--- config.mk ---
export PLATFORM = sky130hd
export DESIGN_NAME = sd_img_rd_ctrl
export DESIGN_NICKNAME = d
export VERILOG_FILES = /design/src/rtl/sd_ctrl_pkg.sv /design/src/rtl/sig_edge_det.sv /design/src/rtl/sd_img_rd_ctrl.sv
export SDC_FILE = /design/constraint.sdc
export NUM_CORES = 1
export LEC_CHECK = 0
export BUFFER_PORTS_ARGS = -buffer_cell sky130_fd_sc_hd__buf_2
export CORE_MARGIN = 2
export CORE_UTILIZATION = 45
export DETAILED_ROUTE_END_ITERATION = 12
export PLACE_DENSITY = 0.69
export SYNTH_ARGS = -nofsm -noshare
export SYNTH_HDL_FRONTEND = slang
export SYNTH_SLANG_ARGS = --single-unit
--- constraint.sdc ---
create_clock -name sys_clk -period 1.8 [get_ports sys_clk]
set_input_delay 0.36 -clock sys_clk [delete_from_list [all_inputs] [get_ports sys_clk]]
set_output_delay 0.36 -clock sys_clk [all_outputs]
set_load 0.01 [all_outputs]
--- src/rtl/sd_ctrl_pkg.sv ---
// Shared definitions for the SD-card image store controllers (read and write side).
// Contents:
//   sd_state_e        - one-hot sequencer states IDLE / READ / WAIT
//   IMG_SEC_ADDR0_DEF - default first sector of image slot 0
//   SEC_NUM_DEF       - default number of sectors per image
//   img_base()        - first sector of a given image slot (modulo 2^32)
package sd_ctrl_pkg;

    typedef enum logic [2:0] {
        ST_IDLE = 3'b001,
        ST_READ = 3'b010,
        ST_WAIT = 3'b100
    } sd_state_e;

    localparam logic [31:0] IMG_SEC_ADDR0_DEF = 32'd0;
    localparam logic [15:0] SEC_NUM_DEF       = 16'd1200;

    // Slot base address; the product wraps at 32 bits like the address bus does.
    function automatic logic [31:0] img_base(input logic [31:0] addr0,
                                             input logic [15:0] sec_num,
                                             input logic [31:0] sel);
        return addr0 + (sel * {16'd0, sec_num});
    endfunction

endpackage

--- src/rtl/sig_edge_det.sv ---
// Registers a level signal and reports its rising and falling edges.
// Ports:
//   sys_clk, sys_rst_n - clock, asynchronous active-low reset
//   sig_in             - level to watch
//   rise               - high for the cycle where sig_in is 1 and was 0 last cycle
//   fall               - high for the cycle where sig_in is 0 and was 1 last cycle
module sig_edge_det (
    input  logic sys_clk,
    input  logic sys_rst_n,
    input  logic sig_in,
    output logic rise,
    output logic fall
);

    logic dly_q;
    logic dly_d;

    always_comb begin
        dly_d = sig_in;
    end

    always_ff @(posedge sys_clk or negedge sys_rst_n) begin
        if (!sys_rst_n) begin
            dly_q <= 1'b0;
        end else begin
            dly_q <= dly_d;
        end
    end

    assign rise = ~dly_q & sig_in;
    assign fall = dly_q & ~sig_in;

endmodule

--- src/rtl/sd_img_rd_ctrl.sv ---
// Read-side sequencer of the SD-card image store. On an accepted request it
// walks SEC_NUM consecutive sectors from the selected slot's base, issuing one
// single-cycle rd_en per sector and pacing on the falling edge of rd_busy.
// Ports:
//   sys_clk, sys_rst_n - 50 MHz clock, asynchronous active-low reset
//   init_end           - SD init complete (level); loss aborts a transfer
//   rd_start           - request one image readback; only seen in IDLE
//   img_sel            - image slot, used on the accepted rd_start
//   rd_busy            - SD read engine busy (level)
//   rd_en / rd_addr    - sector read request pulse and its address (held otherwise)
//   rd_active          - transfer in progress
//   rd_done / rd_err   - completion / abort pulses
module sd_img_rd_ctrl
    import sd_ctrl_pkg::*;
#(
    parameter logic [31:0] IMG_SEC_ADDR0 = IMG_SEC_ADDR0_DEF,
    parameter logic [15:0] SEC_NUM       = SEC_NUM_DEF,
    parameter int          IMG_SEL_W     = 2,
    parameter logic [15:0] TIMEOUT       = 16'd1023
) (
    input  logic                 sys_clk,
    input  logic                 sys_rst_n,
    input  logic                 init_end,
    input  logic                 rd_start,
    input  logic [IMG_SEL_W-1:0] img_sel,
    input  logic                 rd_busy,
    output logic                 rd_en,
    output logic [31:0]          rd_addr,
    output logic                 rd_active,
    output logic                 rd_done,
    output logic                 rd_err
);

    sd_state_e   state_q, state_d;
    logic [15:0] sec_cnt_q, sec_cnt_d;
    logic [15:0] to_cnt_q, to_cnt_d;
    logic [31:0] rd_addr_q, rd_addr_d;
    logic        busy_seen_q, busy_seen_d;
    logic        rd_en_q, rd_en_d;
    logic        rd_active_q, rd_active_d;
    logic        rd_done_q, rd_done_d;
    logic        rd_err_q, rd_err_d;
    logic        busy_rise, busy_fall;

    sig_edge_det u_busy_edge (
        .sys_clk   (sys_clk),
        .sys_rst_n (sys_rst_n),
        .sig_in    (rd_busy),
        .rise      (busy_rise),
        .fall      (busy_fall)
    );

    always_comb begin
        state_d     = state_q;
        sec_cnt_d   = sec_cnt_q;
        to_cnt_d    = to_cnt_q;
        rd_addr_d   = rd_addr_q;
        busy_seen_d = busy_seen_q;
        rd_en_d     = 1'b0;
        rd_active_d = rd_active_q;
        rd_done_d   = 1'b0;
        rd_err_d    = 1'b0;

        if (state_q != ST_IDLE && !init_end) begin
            // Losing the card outranks every other transition.
            state_d     = ST_IDLE;
            rd_active_d = 1'b0;
            rd_err_d    = 1'b1;
        end else begin
            case (state_q)
                ST_IDLE: begin
                    if (init_end && rd_start) begin
                        state_d     = ST_READ;
                        rd_addr_d   = img_base(IMG_SEC_ADDR0, SEC_NUM, 32'(img_sel));
                        sec_cnt_d   = 16'd0;
                        rd_en_d     = 1'b1;
                        rd_active_d = 1'b1;
                    end
                end
                ST_READ: begin
                    state_d     = ST_WAIT;
                    busy_seen_d = 1'b0;
                    to_cnt_d    = 16'd0;
                end
                ST_WAIT: begin
                    if (busy_rise || rd_busy) begin
                        busy_seen_d = 1'b1;
                    end
                    if (busy_fall && busy_seen_q) begin
                        if (sec_cnt_q == SEC_NUM - 16'd1) begin
                            state_d     = ST_IDLE;
                            rd_active_d = 1'b0;
                            rd_done_d   = 1'b1;
                        end else begin
                            state_d   = ST_READ;
                            sec_cnt_d = sec_cnt_q + 16'd1;
                            rd_addr_d = rd_addr_q + 32'd1;
                            rd_en_d   = 1'b1;
                        end
                    end else if (!busy_seen_q && !rd_busy) begin
                        // Engine has not answered this request yet; a stale
                        // busy_fall left over from before it is ignored here.
                        if (to_cnt_q == TIMEOUT) begin
                            state_d     = ST_IDLE;
                            rd_active_d = 1'b0;
                            rd_err_d    = 1'b1;
                        end else begin
                            to_cnt_d = to_cnt_q + 16'd1;
                        end
                    end
                end
                default: begin
                    state_d     = ST_IDLE;
                    rd_active_d = 1'b0;
                end
            endcase
        end
    end

    always_ff @(posedge sys_clk or negedge sys_rst_n) begin
        if (!sys_rst_n) begin
            state_q     <= ST_IDLE;
            sec_cnt_q   <= 16'd0;
            to_cnt_q    <= 16'd0;
            rd_addr_q   <= IMG_SEC_ADDR0;
            busy_seen_q <= 1'b0;
            rd_en_q     <= 1'b0;
            rd_active_q <= 1'b0;
            rd_done_q   <= 1'b0;
            rd_err_q    <= 1'b0;
        end else begin
            state_q     <= state_d;
            sec_cnt_q   <= sec_cnt_d;
            to_cnt_q    <= to_cnt_d;
            rd_addr_q   <= rd_addr_d;
            busy_seen_q <= busy_seen_d;
            rd_en_q     <= rd_en_d;
            rd_active_q <= rd_active_d;
            rd_done_q   <= rd_done_d;
            rd_err_q    <= rd_err_d;
        end
    end

    assign rd_en     = rd_en_q;
    assign rd_addr   = rd_addr_q;
    assign rd_active = rd_active_q;
    assign rd_done   = rd_done_q;
    assign rd_err    = rd_err_q;

endmodule

==> reports/qor.txt <==
Status = finished with violations
Failing checks = setup timing
Routed Antenna Nets = 0
PD cells = 581 mW/mm^2
Ys async rst share = 100%
Post-synth top area share = 44.7%
Worst endpoint required time = 2090 ps
Synth top cells by count = dfrtp_1 (72), o21ai_0 (64), nand2_1 (48)
Hold WC Path Type = input pin to flip-flop
Max-cap violations = 0
Synth Area per Inst = 8.78 um^2
Nets@finish = 642
Worst slew pin tran = 461 ps
Critical Path AT = 2220 ps
Post-route worst setup slack = -127 ps
Max Buffers Root-to-Sink = 2
Core area = 0.00872 mm^2
Most area-hungry cell type in the Yosys netlist = dfrtp_1
Clock Tree Root = clkbuf_8
Chip height = 98.6 um
CTS Buf Count = 9
Worst vdd ir = 0.457 mV
Rows = 34
Total GRT Usage = 24.7%
Worst R2R Start = busy_seen_q$_DFFE_PN0P_
Design Power = 3540 uW
Grt ovf = 0
Clk sinks = 73
Top-count cell post-synth = dfrtp_1
Final Core Density = 69.9%
Ant. Diodes = 0
Synth unique cells = 56
Final min period = 1930 ps
WL/cell = 17.4 um
DP HPWL = 8.10 mm
Residual DRC = 0
Area Overhead vs Synth = 51.3%
PortBufs = 42
Initial antenna violation count = 0
Kind of start point of the critical path = flip-flop
CTS clk-pin slew, worst paths = 80 ps
Worst Setup SP = busy_seen_q$_DFFE_PN0P_
Largest net degree at the start of global routing = 34
Netlist Area Pre-Place = 0.00403 mm^2
Routed WL = 12.9 mm
Ys flop type = dfrtp_1
Htree depth = 3
Initial core utilization = 46.2%
Hold Vio Cnt, Final = 0
DR iter-0 viols = 269
Final setup fails = 34
Pleak = 0.00283 uW
Clk_lat worst skew = 360 ps
DR pass1 iterations = 5
Number of flops mapped to enable cells by yosys = 0
Cells after Synth = 459
Synth warn = 0
Die W = 98.6 um
Final period util = 107%
Routability cong. = 0.871
Die area = 0.00973 mm^2
Share of layout cells above drive strength 1 = 44.9%
Max Transition Viols Final = 0
Global-route wire length before repair = 19.5 mm
Crit end category = flip-flop
Via Count = 4436
Setup Skew = 10.7 ps
Max Freq = 519 MHz
Crit Path Max Fanout = 5
Sequential share of the synthesized area = 45.4%
Max_slew headroom = 69.3%
Unrepaired setup endpoints after global routing = true
I/O pin cnt = 43
Vias per std cell = 5.99
Filler cells = 596
WS Path Type = flip-flop to flip-flop
Critical hold path startpoint = rd_busy
CTS tree = built
Synth top area cells = dfrtp_1 (45%), o21ai_0 (8.0%), nand3_1 (5.3%), nand2_1 (4.5%), a21oi_1 (3.7%)
Vias in the first global route = 4070
Post-Syn Nets = 472
#FFs+latches synth = 73
routing by layer:
layer / part of all wire, % / wire [um] / global-route usage [%]
met4: 1.8 / 229 / 7.38
met5: 0 / 0 / 0
met2: 49 / 6340 / 41.7
met3: 5.3 / 686 / 3.62
met1: 44 / 5630 / 33.3
repair_timing:
action	4_1_cts	5_1_grt
gates resized for setup	43	100
cloned	2	2
endpoints found under the setup margin	41	61
pin swaps	15	51
hold endpoints to repair	30	0
buffers inserted	11	14
hold buffers	1	0
worst max-delay path: stages (launching register included):
cell,delay [ps]
dfrtp_1,400
or4b_4,540
a21oi_4,200
o21ai_4,90
or4_4,490
a21oi_2,130
state kept, by name, summed over array words and instances (netlist names):
name,flops
busy_seen_q,1
rd_active,1
rd_addr,32
rd_done,1
rd_en,1
rd_err,1
sec_cnt_q,16
state_q,3
to_cnt_q,16
u_busy_edge.dly_q,1
kinds of logic after synthesis:
| kind of cell | share of synthesized area (%) |
|---|---|
| AND/OR/NAND/NOR | 27.3 |
| adder cells (fa/ha/maj) | 1.86 |
| multiplexers | 1.27 |
| flip-flops | 45.4 |
| XOR/XNOR | 0.869 |
| buffers and inverters | 3.17 |
| AO/OA/AOI/OAI | 20.2 |
cells in the final DEF (no fill, tap or decap), types with 7 or more instances in the layout:
master      n
inv_1       9
a21oi_2    10
buf_4     114
a21oi_1    19
clkbuf_8    9
buf_2      41
o21ai_2    18
o31ai_1     8
dfrtp_1    70
nand4_1    22
nand2_2     7
o21ai_1    21
nand3_1    39
and3_1     11
nand2_1    40
nor2_1     23
buf_6      15
a31oi_1     8
o21ai_0    25
stage by stage:
| stage | cells | instance area [um^2] | hold WS, ps | setup WS [ps] | setup TNS [ps] |
|---|---|---|---|---|---|
| floorplan | 459 | 4080 | 64.4 | -106 | -364 |
| global placement | 698 | 5160 | 337 | -151 | -1770 |
| detailed placement | 698 | 5160 | 344 | -187 | -3250 |
| CTS | 727 | 5630 | 253 | -82.9 | -444 |
| global route | 741 | 6100 | 256 | -182 | -4350 |
| finish | 741 | 6100 | 266 | -127 | -1520 |
worst paths after layout:
kind	to	slack (ps)	cells after the start
max	to_cnt_q[11]$_DFFE_PN0P_	-130	5
min	u_busy_edge.dly_q$_DFF_PN0_	270	2
max reg2reg	to_cnt_q[11]$_DFFE_PN0P_	-130	5
min reg2reg	rd_addr[29]$_DFFE_PN0P_	490	1
max in group asynchronous	rd_addr[0]$_DFFE_PN0P_	770	3
min in group asynchronous	to_cnt_q[10]$_DFFE_PN0P_	490	2
where the power goes:
| group | internal (uW) | switching, uW | leakage [uW] |
|---|---|---|---|
| clock | 625 | 660 | 0.0000909 |
| combinational | 250 | 267 | 0.00175 |
| sequential | 1700 | 38.7 | 0.000980 |
cell type report:
type                    instances  area, um^2  area share (%)
clock buffers                   9         124            2.03
clock inverters                 6        60.1           0.985
inverters                      10        41.3           0.677
multi-input cells             355        2490            40.8
flip-flops and latches         73        1830            30.0
well taps                     108         135            2.22
repair buffers                180        1420            23.3
Power figures use the tool's default switching activity.
